<file path="config.mk">
export PLATFORM = sky130hd
export DESIGN_NAME = bcd_calendar_counter
export DESIGN_NICKNAME = d
export VERILOG_FILES = /design/src/rtl/bcd_calendar_counter.sv
export SDC_FILE = /design/constraint.sdc
export NUM_CORES = 1
export LEC_CHECK = 0
export ABC_AREA = 1
export BUFFER_PORTS_ARGS = -buffer_cell sky130_fd_sc_hd__buf_2
export CAP_MARGIN = 40
export CORE_MARGIN = 4
export CORE_UTILIZATION = 32
export DETAILED_ROUTE_END_ITERATION = 10
export PLACE_DENSITY = 0.62
export SETUP_SLACK_MARGIN = 0.1
export SYNTH_ARGS = -nofsm -noshare
export SYNTH_HDL_FRONTEND = slang
export SYNTH_SLANG_ARGS = --single-unit
</file>
<file path="constraint.sdc">
create_clock -name clk -period 8 [get_ports clk]
set_clock_uncertainty 0.05 [all_clocks]
set_input_delay 1.6 -clock clk [delete_from_list [all_inputs] [get_ports clk]]
set_output_delay 1.6 -clock clk [all_outputs]
set_load 0.01 [all_outputs]
</file>
<file path="src/rtl/bcd_calendar_counter.sv">
// bcd_calendar_counter
//   BCD real-time calendar: seconds, minutes, hours (24 h), day, month and a
//   YEAR_DIGITS-digit year. A single-cycle tick_en strobe, divided by TICK_DIV,
//   advances the time by one second with a full digit-wise BCD ripple in one cycle.
//   A load strobe writes the whole time/date after validation; rejected loads
//   pulse load_err. hour_disp presents the hour in 12- or 24-hour form.
//   Optional feature macro: LEAP_YEAR_EN (February gets 29 days in leap years;
//   without it February always has 28 days).
module bcd_calendar_counter #(
   parameter int          YEAR_DIGITS = 4,
   parameter logic [15:0] RESET_YEAR  = 16'h2013,
   parameter int          TICK_DIV    = 1
) (
   input  logic                     clk,
   input  logic                     rst_n,
   input  logic                     tick_en,
   input  logic                     hold,
   input  logic                     mode12,
   input  logic                     load,
   input  logic [7:0]               ld_sec,
   input  logic [7:0]               ld_min,
   input  logic [7:0]               ld_hour,
   input  logic [7:0]               ld_day,
   input  logic [7:0]               ld_month,
   input  logic [4*YEAR_DIGITS-1:0] ld_year,
   output logic [7:0]               sec,
   output logic [7:0]               min,
   output logic [7:0]               hour,
   output logic [7:0]               hour_disp,
   output logic                     pm,
   output logic [7:0]               day,
   output logic [7:0]               month,
   output logic [4*YEAR_DIGITS-1:0] year,
   output logic                     day_strobe,
   output logic                     load_err
);

   localparam int YW     = 4 * YEAR_DIGITS;
   localparam int PCNT_W = (TICK_DIV > 1) ? $clog2(TICK_DIV) : 1;
   localparam logic [PCNT_W-1:0] PCNT_LAST = PCNT_W'(TICK_DIV - 1);

   // ------------------------------------------------------------------
   // BCD helper functions
   // ------------------------------------------------------------------

   // Both nibbles of a two-digit value are decimal digits.
   function automatic logic bcd2_ok(input logic [7:0] v);
      return (v[7:4] <= 4'd9) && (v[3:0] <= 4'd9);
   endfunction

   // Every nibble of a year value is a decimal digit.
   function automatic logic bcdn_ok(input logic [YW-1:0] v);
      logic ok;
      ok = 1'b1;
      for (int i = 0; i < YEAR_DIGITS; i++) begin
         ok = ok & (v[4*i +: 4] <= 4'd9);
      end
      return ok;
   endfunction

   // Two-digit BCD increment (callers handle the wrap value themselves).
   function automatic logic [7:0] bcd2_inc(input logic [7:0] v);
      logic [7:0] r;
      if (v[3:0] >= 4'd9) begin
         r = {v[7:4] + 4'd1, 4'd0};
      end else begin
         r = {v[7:4], v[3:0] + 4'd1};
      end
      return r;
   endfunction

   // Multi-digit BCD increment; all-9s naturally ripples to all-0s.
   function automatic logic [YW-1:0] bcdn_inc(input logic [YW-1:0] v);
      logic [YW-1:0] r;
      logic          c;
      r = v;
      c = 1'b1;
      for (int i = 0; i < YEAR_DIGITS; i++) begin
         if (c) begin
            if (v[4*i +: 4] >= 4'd9) begin
               r[4*i +: 4] = 4'd0;
               c           = 1'b1;
            end else begin
               r[4*i +: 4] = v[4*i +: 4] + 4'd1;
               c           = 1'b0;
            end
         end
      end
      return r;
   endfunction

   // Days in a BCD month; unknown months return 0 so any day fails against it.
   function automatic logic [7:0] month_len(input logic [7:0] m, input logic leap);
      logic [7:0] len;
      case (m)
         8'h01, 8'h03, 8'h05, 8'h07, 8'h08, 8'h10, 8'h12: len = 8'h31;
         8'h04, 8'h06, 8'h09, 8'h11:                      len = 8'h30;
         8'h02:   len = leap ? 8'h29 : 8'h28;
         default: len = 8'h00;
      endcase
      return len;
   endfunction

`ifdef LEAP_YEAR_EN
   // Divisibility by 4 of a two-digit BCD number t*10+o, using 10 == 2 (mod 4):
   // even tens need ones 0/4/8, odd tens need ones 2/6.
   function automatic logic bcd_div4(input logic [3:0] t, input logic [3:0] o);
      logic r;
      if (t[0]) begin
         r = (o == 4'd2) || (o == 4'd6);
      end else begin
         r = (o == 4'd0) || (o == 4'd4) || (o == 4'd8);
      end
      return r;
   endfunction

   // Gregorian leap rule on BCD digits; the century exception needs four digits.
   function automatic logic is_leap(input logic [YW-1:0] y);
      logic [15:0] p;
      logic        r;
      p = 16'(y);
      if ((YEAR_DIGITS == 4) && (p[7:0] == 8'h00)) begin
         r = bcd_div4(p[15:12], p[11:8]);
      end else begin
         r = bcd_div4(p[7:4], p[3:0]);
      end
      return r;
   endfunction
`endif

   // ------------------------------------------------------------------
   // State
   // ------------------------------------------------------------------
   logic [7:0]        sec_r, min_r, hour_r, day_r, month_r;
   logic [YW-1:0]     year_r;
   logic [PCNT_W-1:0] pcnt_r;
   logic              pm_r, day_strobe_r, load_err_r;

   logic [7:0]        sec_s, min_s, hour_s, day_s, month_s;
   logic [YW-1:0]     year_s;
   logic [PCNT_W-1:0] pcnt_s;
   logic              day_strobe_s, load_err_s;

   logic              cur_leap_s, ld_leap_s;
   logic [7:0]        cur_len_s, ld_len_s;
   logic              ld_ok_s;
   logic [7:0]        h12_s;

`ifdef LEAP_YEAR_EN
   assign cur_leap_s = is_leap(year_r);
   assign ld_leap_s  = is_leap(ld_year);
`else
   assign cur_leap_s = 1'b0;
   assign ld_leap_s  = 1'b0;
`endif

   assign cur_len_s = month_len(month_r, cur_leap_s);
   assign ld_len_s  = month_len(ld_month, ld_leap_s);

   // A load is accepted only when every field is well-formed BCD and in range.
   assign ld_ok_s = bcd2_ok(ld_sec) && bcd2_ok(ld_min) && bcd2_ok(ld_hour) &&
                    bcd2_ok(ld_day) && bcd2_ok(ld_month) && bcdn_ok(ld_year) &&
                    (ld_sec  <= 8'h59) && (ld_min <= 8'h59) && (ld_hour <= 8'h23) &&
                    (ld_month != 8'h00) && (ld_month <= 8'h12) &&
                    (ld_day  != 8'h00) && (ld_day <= ld_len_s);

   // Next-state: load has priority and drops a coincident tick; otherwise a
   // prescaled tick ripples a one-second advance through every field.
   always_comb begin
      sec_s        = sec_r;
      min_s        = min_r;
      hour_s       = hour_r;
      day_s        = day_r;
      month_s      = month_r;
      year_s       = year_r;
      pcnt_s       = pcnt_r;
      day_strobe_s = 1'b0;
      load_err_s   = 1'b0;
      if (load) begin
         if (ld_ok_s) begin
            sec_s   = ld_sec;
            min_s   = ld_min;
            hour_s  = ld_hour;
            day_s   = ld_day;
            month_s = ld_month;
            year_s  = ld_year;
            pcnt_s  = {PCNT_W{1'b0}};
         end else begin
            load_err_s = 1'b1;
         end
      end else if (tick_en && !hold) begin
         if (pcnt_r == PCNT_LAST) begin
            pcnt_s = {PCNT_W{1'b0}};
            if (sec_r >= 8'h59) begin
               sec_s = 8'h00;
               if (min_r >= 8'h59) begin
                  min_s = 8'h00;
                  if (hour_r >= 8'h23) begin
                     hour_s       = 8'h00;
                     day_strobe_s = 1'b1;
                     if (day_r >= cur_len_s) begin
                        day_s = 8'h01;
                        if (month_r >= 8'h12) begin
                           month_s = 8'h01;
                           year_s  = bcdn_inc(year_r);
                        end else begin
                           month_s = bcd2_inc(month_r);
                        end
                     end else begin
                        day_s = bcd2_inc(day_r);
                     end
                  end else begin
                     hour_s = bcd2_inc(hour_r);
                  end
               end else begin
                  min_s = bcd2_inc(min_r);
               end
            end else begin
               sec_s = bcd2_inc(sec_r);
            end
         end else begin
            pcnt_s = pcnt_r + PCNT_W'(1);
         end
      end else begin
         pcnt_s = pcnt_r;
      end
   end

   // State register: asynchronous return to 00:00:00 01/01/RESET_YEAR.
   always_ff @(posedge clk or negedge rst_n) begin
      if (!rst_n) begin
         sec_r        <= 8'h00;
         min_r        <= 8'h00;
         hour_r       <= 8'h00;
         day_r        <= 8'h01;
         month_r      <= 8'h01;
         year_r       <= RESET_YEAR[YW-1:0];
         pcnt_r       <= {PCNT_W{1'b0}};
         pm_r         <= 1'b0;
         day_strobe_r <= 1'b0;
         load_err_r   <= 1'b0;
      end else begin
         sec_r        <= sec_s;
         min_r        <= min_s;
         hour_r       <= hour_s;
         day_r        <= day_s;
         month_r      <= month_s;
         year_r       <= year_s;
         pcnt_r       <= pcnt_s;
         pm_r         <= (hour_s >= 8'h12);
         day_strobe_r <= day_strobe_s;
         load_err_r   <= load_err_s;
      end
   end

   // 12-hour presentation: 00 -> 12, 13..23 -> 01..11, others unchanged.
   always_comb begin
      case (hour_r)
         8'h00:   h12_s = 8'h12;
         8'h13:   h12_s = 8'h01;
         8'h14:   h12_s = 8'h02;
         8'h15:   h12_s = 8'h03;
         8'h16:   h12_s = 8'h04;
         8'h17:   h12_s = 8'h05;
         8'h18:   h12_s = 8'h06;
         8'h19:   h12_s = 8'h07;
         8'h20:   h12_s = 8'h08;
         8'h21:   h12_s = 8'h09;
         8'h22:   h12_s = 8'h10;
         8'h23:   h12_s = 8'h11;
         default: h12_s = hour_r;
      endcase
      if (mode12) begin
         hour_disp = h12_s;
      end else begin
         hour_disp = hour_r;
      end
   end

   assign sec        = sec_r;
   assign min        = min_r;
   assign hour       = hour_r;
   assign pm         = pm_r;
   assign day        = day_r;
   assign month      = month_r;
   assign year       = year_r;
   assign day_strobe = day_strobe_r;
   assign load_err   = load_err_r;

endmodule

</file>
Yosys cells after proc, flatten, opt, wreduce, memory -nomap -nowiden --
Index checks and enable logic that the tools add are counted.
Storage, ports and cells: register bits 60, input port bits 62, output and inout port bits 67, logic and storage cells 259
Operators by class: $add $sub $neg 15, magnitude comparators 34, equality and inequality tests 37, multiplexer cells 101, bitwise gates (word level) 3, reduce and logical (&&, ||, !) cells 52
Operators with widths (number):
- $mux 8 | 41
- $mux 16 | 9
- $eq 8x5->1 const B | 13
- $pmux 8 s12 | 1
- $eq 8x3->1 const B | 8
- $add 4x1->4 const B | 14
- $le 4x4->1 const B | 14
- $mux 1 | 41
- $ge 4x4->1 const B | 9
- $pmux 6 s3 | 2
- $eq 8x2->1 const B | 4
- $eq 8x4->1 const B | 4
- $eq 8x6->1 const B | 4
- $mux 4 | 7
- $reduce_and 9->1 | 3
- $logic_and 1x1->1 | 18
- $reduce_bool 2->1 | 9
- $eq 8x1->1 const B | 2
- $ge 8x5->1 const B | 2
- $ge 8x7->1 const B | 2
- $le 8x7->1 const B | 2
- $reduce_and 8->1 | 2
- $reduce_bool 8->1 | 2
- $reduce_and 7->1 | 2
- other kinds (19) | 27

Logic depth before layout (Yosys ltp) --
Gate-level depths: netlist (run 1).
word-level depth 38, gate-level depth with buffers 20, mapped depth without buffers 20

Least setup slack after synthesis (run 1) --
Ideal clock, no wire load.
kind input -> register, from input port ld_month[6], to register year_r[6], in the netlist year[6], data arrival time 3.754 ns, data required time 7.826 ns, path slack 4.072 ns, cell stages on the path 19, cells stage by stage inv_2 nand2_2 nor2_1 nand2_1 o22ai_1 nor3b_1 ha_1 nand2_1 nor3_1 nand4_1 nand2_2 nand3_4 nand2_4 nand2_4 nor2_8 buf_12 nand3_4 nand2_1 o21ai_1
On the way: word-level cells in the longest chain between the ends 13
Ends and longest elaborated chain:
- from (decl) | line 24 | input logic [7:0] ld_month,
- branches (longest 10 deep; another with $le 8x8->1)
- $logic_and 1x1->1 (*) | line 165 | (ld_day != 8'h00) && (ld_day <= ld_len_s);
- $ne 2x1->1 (no line) (*)
- $reduce_and 9->1 (no line) (*)
- to (signal assigned) | line 237 | year_r <= RESET_YEAR[YW-1:0];
- to (signal assigned) | line 248 | year_r <= year_s;
- to (decl) | line 135 | logic [YW-1:0] year_r;
Mark *: on every way between the ends. A chain may end at the register's enable or synchronous reset.

Worst setup path in the final report (run 1) --
from input port ld_month[4], to register month_r[4], in the netlist month[4]
On the way: word-level cells in the longest chain between the ends 13
Ends and longest elaborated chain:
- branches (longest 13 deep; another with $le 8x8->1)
- to (signal assigned) | line 247 | month_r <= month_s;
- to (decl) | line 134 | logic [7:0] sec_r, min_r, hour_r, day_r, month_r;
Parallel ways; which one is timed is not known. The select of a mux whose other input is x is not followed.

==> flow_summary_export.csv, run 1 <==
group,metric,value,unit
outcome,status,"complete, no violations",
power_and_ir_drop,p_seq_share,32.8,%
global_routing,grt_max_degree,60,
clock_network,cts_sinks,59,
global_routing,use_met1,22.10,%
yosys,synth_cell_types,46,
timing,rsz0062_at_grt,"false",
placed_design,globalplace.congestion,0.8837,
power_and_ir_drop,power_switching,745.2,uW
timing,tns,0,ps
worst_hold_path,holdCritPathClass,"register to register",
timing,slew_viol_final,0,
worst_setup_path,end_kind,"register",
clock_network,clk_latency,330,ps
worst_setup_path,arrival,4380,ps
clock_network,root_buffer,"clkbuf_16",
yosys,ys_ff_latch,59,
worst_setup_path,crit_family,"simple AND/OR/NAND/NOR gates",
yosys,synth-xor-area-share,2.967,%
drt,drc,0,
clock_network,cts_buffer_depth,2,
layout,postLayoutCellArea,0.006118,mm^2
drt,first_iter_violations,388,
floorplan,die_w,133.2,um
layout,syn2layout_area_growth,21.91,%
power_and_ir_drop,vdd_ir_drop_max,0.1414,mV
floorplan,num_rows,45,
worst_setup_path,crit_fanout,11,
layout,layout_commonest_cell,"nand2_1",
yosys,ys_warn_count,0,
yosys,synthAdderAreaFrac,12.72,%
global_routing,grt.met2_usage,25.11,%
yosys,syn-num-nets,816,
drt,avgViaCountPerCell,4.786,
worst_setup_path,cp.buffers_inverters,3,
global_routing,grt_pass1_wl,23320,um
timing,min_period,4222,ps
worst_setup_path,slowest_stage,"ha_1",
placed_design,place_area,0.005869,mm^2
clock_network,cts_resized,0,
layout,drive_gt1_share,22.78,%
global_routing,use_met3,4.343,%
placed_design,place_hpwl,11360,um
timing,hold_viol,0,
layout,fin_nets,944,
drt,num_vias,5001,
worst_setup_path,cp_common_cell,"nand2_1",
power_and_ir_drop,power.share.switching,44.69,%
drt,wirelength,14410,um
yosys,synth_top_area_share,26.43,%
job,max-cap-violations,0,
power_and_ir_drop,p_leak,3.190,nW
timing,worst_pin_slew,781.4,ps
worst_setup_path,critical-path-max-stage-delay,310,ps
layout,fillers,1631,
worst_hold_path,min_path_cells,2,
floorplan,die_h,133.2,um
global_routing,grt_pass1_vias,4620,
timing,hold_ws,451.9,ps
worst_setup_path,start_kind,"input pin",
power_and_ir_drop,clock_power_share,20.1,%
yosys,ys_seq_area_share,29.57,%
clock_network,tritoncts,"yes",
worst_setup_path,worstRegToRegCells,15,
power_and_ir_drop,intPower,922.4,uW
clock_network,cts_buffers,9,
timing,timing.fmax,236.9,MHz
layout,antennaDiodeCount,0,
yosys,yosys.area_share.simple,29.37,%
yosys,yosys-top-cells-area,"dfrtp_1 (26%), ha_1 (13%), nand2_1 (12%)",
timing,slew_headroom,47.91,%
yosys,synth_top_family_by_area,"simple AND/OR/NAND/NOR gates",
global_routing,antenna_found_initial,2,
yosys,synth_compound_area_share,16.53,%
yosys,avgSynthCellArea,7.139,um^2
power_and_ir_drop,power,1.668,mW
floorplan,io_pins,129,
worst_setup_path,path_depth,19,
power_and_ir_drop,power_density,272.6,mW/mm^2
yosys,synth_area,0.005019,mm^2
yosys,synth.largest_area_cell,"dfrtp_1",
drt,drtAntennaViolNets,0,
worst_setup_path,required,8150,ps
global_routing,grt-busiest-layer,"met2",
layout,final_cell_mix,"nand2_1 (155), buf_2 (128), inv_1 (91), nor2_1 (78), dfrtp_1 (53)",
worst_setup_path,setup.worst_path.class,"input pin to register",
placed_design,portBuffers,128,
timing,setup_viol,0,
floorplan,dieArea,0.01775,mm^2
clock_network,cts_hold_buf,0,
drt,drtPass1Iterations,6,
clock_network,htreeDepth,3,
global_routing,grt_usage,16.11,%
worst_setup_path,worstPathCellList,"buf_2 -> inv_1 -> nand2_1 -> nor2_1 -> nand2_1 -> o22ai_1 -> nor3b_1 -> ha_1 -> nand2_1 -> nor3_1 -> nand4_1 -> nand2_2 -> nand3_4 -> nand2_4 -> nand2_4 -> inv_2 -> nand2_2 -> nor2_2 -> o21ai_0",
floorplan,fp.coreArea,0.01526,mm^2
timing,fin_crit_sh,52.77,%
clock_network,cts_setup_buffers,0,
yosys,synth_cells,703,
floorplan,initial_core_util,32.89,%
drt,wl_per_cell,13.78,um
global_routing,gr-total-overflow,0,
yosys,synthMuxAreaShare,0,%
power_and_ir_drop,p_comb_share,47.2,%
clock_network,path_clk_slew,50,ps
[worst paths after layout]
path                                   endpoint                 start  slack, ps
min                          min[7]$_DFFE_PN0P_    min[7]$_DFFE_PN0P_        450
min reg2reg                  min[7]$_DFFE_PN0P_    min[7]$_DFFE_PN0P_        450
max reg2reg                year[14]$_DFFE_PN0P_  month[0]$_DFFE_PN1P_       4630
max                        month[4]$_DFFE_PN0P_           ld_month[4]       3780
min in group asynchronous   year[9]$_DFFE_PN0P_                 rst_n       1390
max in group asynchronous    min[7]$_DFFE_PN0P_                 rst_n       6000
[layout make-up]
type	count	area, um^2	area share [%]
well taps	211	264.0	4.315
inverters	100	375.4	6.135
clock inverters	4	20.02	0.3272
flip-flops and latches	59	1484	24.25
clock buffers	10	229.0	3.742
repair buffers	130	655.6	10.72
multi-input cells	531	3090	50.51
[metrics by stage]
| step | cells | worst slack, ps | util (%) |
|---|---|---|---|
| after CTS | 1045 | 3822 | 40.10 |
| final | 1045 | 3778 | 40.10 |
| after global placement | 1031 | 3649 | 38.47 |
| after global routing | 1045 | 3349 | 40.10 |
| after detailed placement | 1031 | 3481 | 38.47 |
| after floorplan | 703 | 4072 | - |
[flip-flops by register name, summed over array words and instances, names as in the netlist]
signal / flops
day: 8
day_strobe: 1
hour: 8
load_err: 1
min: 8
month: 8
pm: 1
sec: 8
year: 16
[tightest hold or removal path, delay by kind of cell (launching register included)]
family	cells	cell delay, ps
flip-flops	1	370
buffers and inverters	1	40
AND/OR/NAND/NOR	1	60
[synth_stat cells (all sizes together)]
cell and number:
a21oi 28, a21boi 2, xnor2 8, a211oi 2, nand2 165, a41oi 1
ha 51, nor3b 1, nand3b 1, dfrtp 53, nand3 36, o31ai 1
nor2 87, a32o 1, o211ai 7, xor2 9, a22o 2, o22ai 5
a221oi 1, a22oi 10, or2 1, clkbuf 6, buf 7, a32oi 2
a31oi 6, nor3 18, and3 1, dfstp 6, nand4 10, inv 100
o21ai 74, nor4 1
[kinds of logic after synthesis]
family,count (synthesis)
fa+ha+maj,51
flops,59
buf+inv,113
compound gates,142
simple gates,321
xor+xnor,17
[power by group through the flow]
stage	Sequential [mW]	Clock (mW)	Combinational [mW]
after CTS	0.546	0.342	0.799
after floorplan	0.560	0	0.506
after global routing	0.566	0.352	0.906
after detailed placement	0.549	0	0.797
final	0.546	0.334	0.787
after global placement	0.550	0	0.787
[metal layers]
| metal | part of all wire [%] | wire (um) | vias to the layer above |
|---|---|---|---|
| met2 | 44 | 6338 | 154 |
| met5 | 0.18 | 26 | - |
| met4 | 1.6 | 234 | 4 |
| li1 | - | - | 2563 |
| met3 | 7.8 | 1117 | 25 |
| met1 | 46 | 6688 | 2255 |
Power figures use the tool's default switching activity.
==> run 2: changes to the inputs <==
clock period = 4.33 ns   (was 8 ns; I/O delays follow)
==> run 2 against run 1 <==
Compared with the run above:
- final cell count increased by 0.29%
- via count decreased by 0.52%
- core utilization rose by 0.66 points
- count of clock-buffer cells in the layout is 1 higher
- wire length up 0.78%
- design area is 1.7% higher
- die area unchanged
- setup slack worse by 2900 ps
- first-iteration DRC count down 25%
- combinational power rose by 84%
- critical endpoint unchanged
- largest cell class unchanged
- largest power group unchanged
==> flow_summary_export.csv, run 2 (synthesis results as in run 1) <==
group,metric,value,unit
clock_network,root_buffer,"clkbuf_16",
floorplan,initial_core_util,32.89,%
layout,antennaDiodeCount,0,
layout,fillers,1597,
floorplan,die_h,133.2,um
timing,rsz0062_at_grt,"false",
timing,fin_crit_sh,80.10,%
worst_setup_path,start_kind,"input pin",
timing,hold_ws,444.8,ps
clock_network,cts_resized,0,
layout,drive_gt1_share,23.06,%
layout,largest_reg_flops,16,
clock_network,tritoncts,"yes",
timing,slew_viol_final,0,
drt,drc,0,
power_and_ir_drop,intPower,1.904,mW
outcome,status,"complete, no violations",
power_and_ir_drop,vdd_ir_drop_max,0.2735,mV
placed_design,place_area,0.005877,mm^2
timing,min_period,3469,ps
floorplan,dieArea,0.01775,mm^2
clock_network,cts_sinks,59,
timing,timing.fmax,288.3,MHz
placed_design,globalplace.congestion,0.8885,
clock_network,cts_hold_buf,0,
placed_design,portBuffers,128,
worst_setup_path,arrival,3680,ps
drt,wl_per_cell,13.85,um
layout,syn2layout_area_growth,23.93,%
drt,num_vias,4975,
timing,tns,0,ps
clock_network,cts_buffers,9,
placed_design,pre_cts_ws,576.7,ps
floorplan,num_rows,45,
global_routing,grt_pass1_wl,23860,um
clock_network,clk_latency,340,ps
clock_network,cts_setup_buffers,0,
layout,layout_commonest_cell,"nand2_1",
worst_setup_path,setup.worst_path.class,"input pin to register",
timing,worst_pin_slew,726.1,ps
clock_network,htreeDepth,3,
drt,drtAntennaViolNets,0,
global_routing,grt_usage,16.63,%
placed_design,place_hpwl,11640,um
floorplan,io_pins,129,
worst_setup_path,required,4540,ps
clock_network,path_clk_slew,50,ps
global_routing,gr-total-overflow,0,
timing,slew_headroom,51.59,%
power_and_ir_drop,p_seq_share,30.5,%
layout,final_cell_mix,"nand2_1 (155), buf_2 (128), inv_1 (91), nor2_1 (78), dfrtp_1 (53)",
worst_setup_path,crit_fanout,11,
drt,drtPass1Iterations,5,
layout,fin_nets,945,
layout,postLayoutCellArea,0.006220,mm^2
clock_network,cts_buffer_depth,2,
power_and_ir_drop,clock_power_share,25.3,%
global_routing,grt_max_degree,39,
worst_hold_path,holdCritPathClass,"register to register",
power_and_ir_drop,power_density,529.0,mW/mm^2
timing,setup_slack,861.5,ps
drt,avgViaCountPerCell,4.747,
power_and_ir_drop,p_comb_share,44.2,%
floorplan,fp.coreArea,0.01526,mm^2
floorplan,die_w,133.2,um
timing,hold_viol,0,
worst_setup_path,end_kind,"register",
drt,wirelength,14520,um
power_and_ir_drop,power.share.switching,42.11,%
layout,seq_area,0.001484,mm^2
layout,multi_input_area,0.003090,mm^2
job,max-cap-violations,0,
global_routing,grt_pass1_vias,4781,
drt,first_iter_violations,292,
power_and_ir_drop,power_switching,1.386,mW
power_and_ir_drop,p_leak,3.236,nW
global_routing,antenna_found_initial,0,
timing,setup_viol,0,
-- run 2: metal layers --
metal  track usage, %  vias up  routed length (um)
met1            22.45     2245                6933
li1                 -     2566                   -
met5                0        -                   0
met4            4.800        0                 229
met3            4.721       16                 957
met2            26.02      148                6397
-- run 2: cell type report --
class,instances,share of cell area (%)
clock inverter,5,1.609
sequential,59,23.86
clock buffer,11,3.903
timing repair buffer,131,10.66
multi-input combinational,531,49.69
tap,211,4.245
inverter,100,6.035
-- run 2: path summary, 6_finish.rpt --
check / from / end / slack (ps) / cells past startpoint
worst max register to register: month[0]$_DFFE_PN1P_ / year[9]$_DFFE_PN0P_ / 990 / 15
min in group asynchronous: rst_n / year[6]$_DFFE_PN0P_ / 530 / 1
worst min register to register: sec[7]$_DFFE_PN0P_ / sec[7]$_DFFE_PN0P_ / 440 / 2
worst max-delay path: ld_month[4] / month[4]$_DFFE_PN0P_ / 860 / 20
max in group asynchronous: rst_n / year[0]$_DFFE_PN1P_ / 2790 / 2
worst min-delay path: sec[7]$_DFFE_PN0P_ / sec[7]$_DFFE_PN0P_ / 440 / 2
-- run 2: per-stage QoR --
stage               power [mW]  cells  utilization [%]
global route             3.597   1048            40.76
detailed placement       2.481   1032            38.52
finish                   3.290   1048            40.76
floorplan                1.971    703                -
CTS                      3.333   1048            40.76
global placement         2.470   1032            38.52
-- run 2: power by group through the flow --
stage / combinational [mW] / sequential (mW) / clock [mW]
5_1_grt: 1.68 / 1.05 / 0.874
3_5_place_dp: 1.47 / 1.01 / 0
6_report: 1.45 / 1.00 / 0.832
2_1_floorplan: 0.936 / 1.04 / 0
3_3_place_gp: 1.46 / 1.01 / 0
4_1_cts: 1.48 / 1.01 / 0.849
-- run 2: critical path, stage by stage --
cell	delay, ps
buf_2	110
inv_1	60
nand2_1	50
nor2_1	220
nand2_1	90
o22ai_1	230
nor3b_1	100
ha_1	310
nand2_1	60
nor3_1	180
nand4_1	140
nand2_2	150
nand3_4	150
nand2_4	120
nand2_4	100
inv_2	130
nand2_2	180
nor2_2	240
nand2_1	80
o21ai_0	70
==> run 3: changes to the inputs <==
clock period = 3.5 ns   (was 4.33 ns; I/O delays follow)
==> run 3 against run 2 <==
Compared with the run above:
- first-iteration DRC count decreased by 13%
- setup slack got worse by 460 ps
- count of clock-buffer cells in the layout increased by 1
- die area unchanged
- total power increased by 21%
- critical path depth decreased by 4
- sequential power increased by 23%
- non-clock buffer count increased by 11
- sequential share of layout area decreased by 0.40 points
- via count increased by 0.20%
- final cell count increased by 1.1%
- core utilization increased by 0.69 points
- largest cell class unchanged
- highest routed layer unchanged
==> flow_summary_export.csv, run 3 (synthesis results as in run 1) <==
group,metric,value,unit
power_and_ir_drop,vdd_ir_drop_max,0.3430,mV
layout,syn2layout_area_growth,26.03,%
worst_setup_path,required,3700,ps
drt,drtAntennaViolNets,0,
placed_design,portBuffers,128,
timing,hold_ws,281.0,ps
worst_setup_path,slowest_stage,"dfstp_2",
job,max-cap-violations,0,
floorplan,num_rows,45,
global_routing,grt_max_degree,31,
global_routing,gr-total-overflow,0,
worst_setup_path,worstRegToRegCells,16,
clock_network,cts_buffers,9,
worst_setup_path,arrival,3300,ps
outcome,status,"complete, no violations",
timing,tns,0,ps
worst_setup_path,critical-path-max-stage-delay,530,ps
drt,avgViaCountPerCell,4.703,
clock_network,htreeDepth,3,
power_and_ir_drop,power.share.switching,44.19,%
worst_setup_path,crit_family,"simple AND/OR/NAND/NOR gates",
timing,worst_pin_slew,665.0,ps
power_and_ir_drop,p_comb_share,48.1,%
placed_design,globalplace.congestion,0.8899,
clock_network,path_clk_slew,50,ps
drt,wl_per_cell,13.88,um
layout,layout_commonest_cell,"nand2_1",
layout,fin_nets,957,
timing,slew_viol_final,0,
power_and_ir_drop,clock_power_share,21.0,%
floorplan,die_w,133.2,um
clock_network,tritoncts,"yes",
timing,slew_headroom,55.46,%
worst_setup_path,ff2ff_setup_slack,410,ps
worst_setup_path,crit_fanout,8,
clock_network,cts_buffer_depth,2,
timing,min_period,3094,ps
power_and_ir_drop,p_leak,3.279,nW
global_routing,grt_pass1_wl,24160,um
layout,antennaDiodeCount,0,
timing,rsz0062_at_grt,"false",
layout,final_cell_mix,"nand2_1 (156), buf_2 (128), inv_1 (91), nor2_1 (78), dfrtp_1 (53)",
layout,drive_gt1_share,24.73,%
placed_design,place_hpwl,11730,um
worst_setup_path,worstPathCellList,"inv_1 -> ha_1 -> or2_2 -> nand2_1 -> nand3_1 -> nor3_2 -> ha_1 -> and3_1 -> a21oi_1 -> nand3_2 -> inv_1 -> nor3_4 -> buf_12 -> nand3_4 -> nand2_1 -> o21ai_1",
global_routing,grt_pass1_vias,4851,
drt,num_vias,4985,
worst_hold_path,holdCritPathClass,"input pin to asynchronous set/reset pin",
worst_setup_path,path_depth,16,
worst_setup_path,setup.worst_path.class,"register to register",
worst_setup_path,start_kind,"register",
floorplan,initial_core_util,32.89,%
floorplan,dieArea,0.01775,mm^2
clock_network,cts_hold_buf,0,
drt,drc,0,
worst_setup_path,end_kind,"register",
layout,final_core_utilization,41.45,%
power_and_ir_drop,p_seq_share,30.8,%
power_and_ir_drop,power_density,631.9,mW/mm^2
power_and_ir_drop,power_switching,1.766,mW
timing,fin_crit_sh,88.41,%
timing,timing.fmax,323.2,MHz
drt,drtPass1Iterations,5,
timing,hold_viol,0,
power_and_ir_drop,intPower,2.231,mW
floorplan,fp.coreArea,0.01526,mm^2
clock_network,cts_sinks,59,
floorplan,io_pins,129,
layout,largest_reg_flops,16,
floorplan,die_h,133.2,um
worst_setup_path,cp.buffers_inverters,3,
global_routing,grt_usage,16.68,%
drt,first_iter_violations,255,
clock_network,root_buffer,"clkbuf_16",
drt,wirelength,14710,um
clock_network,clk_latency,340,ps
timing,setup_viol,0,
global_routing,antenna_found_initial,0,
==> run 3: cell types whose count changed in the layout (fill, tap and decap cells not counted), moves of 2 or more <==
cell and delta:
buf_12 +3, buf_4 +8, bufinv_16 -3, clkinvlp_4 +2
nor3_1 -3, nor3_2 +2
==> run 3: layer usage <==
layer	track usage (%)	wire, um	vias up
li1	-	-	2597
met1	22.64	6968	2264
met2	26.24	6620	114
met3	4.532	987	10
met4	4.514	134	0
met5	0	0	-
==> run 3: worst paths after layout <==
check                                           from                   to
worst max register to register  month[0]$_DFFE_PN1P_  year[8]$_DFFE_PN0P_
worst min-delay path                           rst_n  year[9]$_DFFE_PN0P_
max in group asynchronous                      rst_n   sec[4]$_DFFE_PN0P_
worst min register to register    sec[7]$_DFFE_PN0P_   sec[7]$_DFFE_PN0P_
min in group clk                  sec[7]$_DFFE_PN0P_   sec[7]$_DFFE_PN0P_
worst max-delay path            month[0]$_DFFE_PN1P_  year[8]$_DFFE_PN0P_
==> run 3: repair_timing <==
action	4_1_cts	5_1_grt
endpoints found under the setup margin	0	35
setup buffers	0	2
resized for setup	0	8
==> run 3: power by group through the flow <==
stage               combinational [mW]  clock, mW  sequential [mW]
floorplan                         1.16          0             1.28
global placement                  1.86          0             1.25
detailed placement                1.88          0             1.24
CTS                               1.89      0.865             1.24
global route                      2.20      0.892             1.28
finish                            1.92      0.840             1.23
==> run 3: cell type report <==
type                       count  area (um^2)
clock buffer                  12        256.5
clock inverter                 4        25.02
fill                        1661         8934
inverter                     100        375.4
multi-input combinational    532         3137
sequential                    59         1484
tap                          211        264.0
timing repair buffer         142        783.3
==> run 3: per-stage QoR <==
stage	instance area, um^2	total power, mW	setup slack, ps	std cells
floorplan	5019	2.439	472.0	703
global placement	5949	3.107	140.6	1040
finish	6325	3.997	405.8	1060
global route	6325	4.369	136.9	1060
CTS	6251	3.994	182.1	1057
detailed placement	5969	3.123	33.28	1041
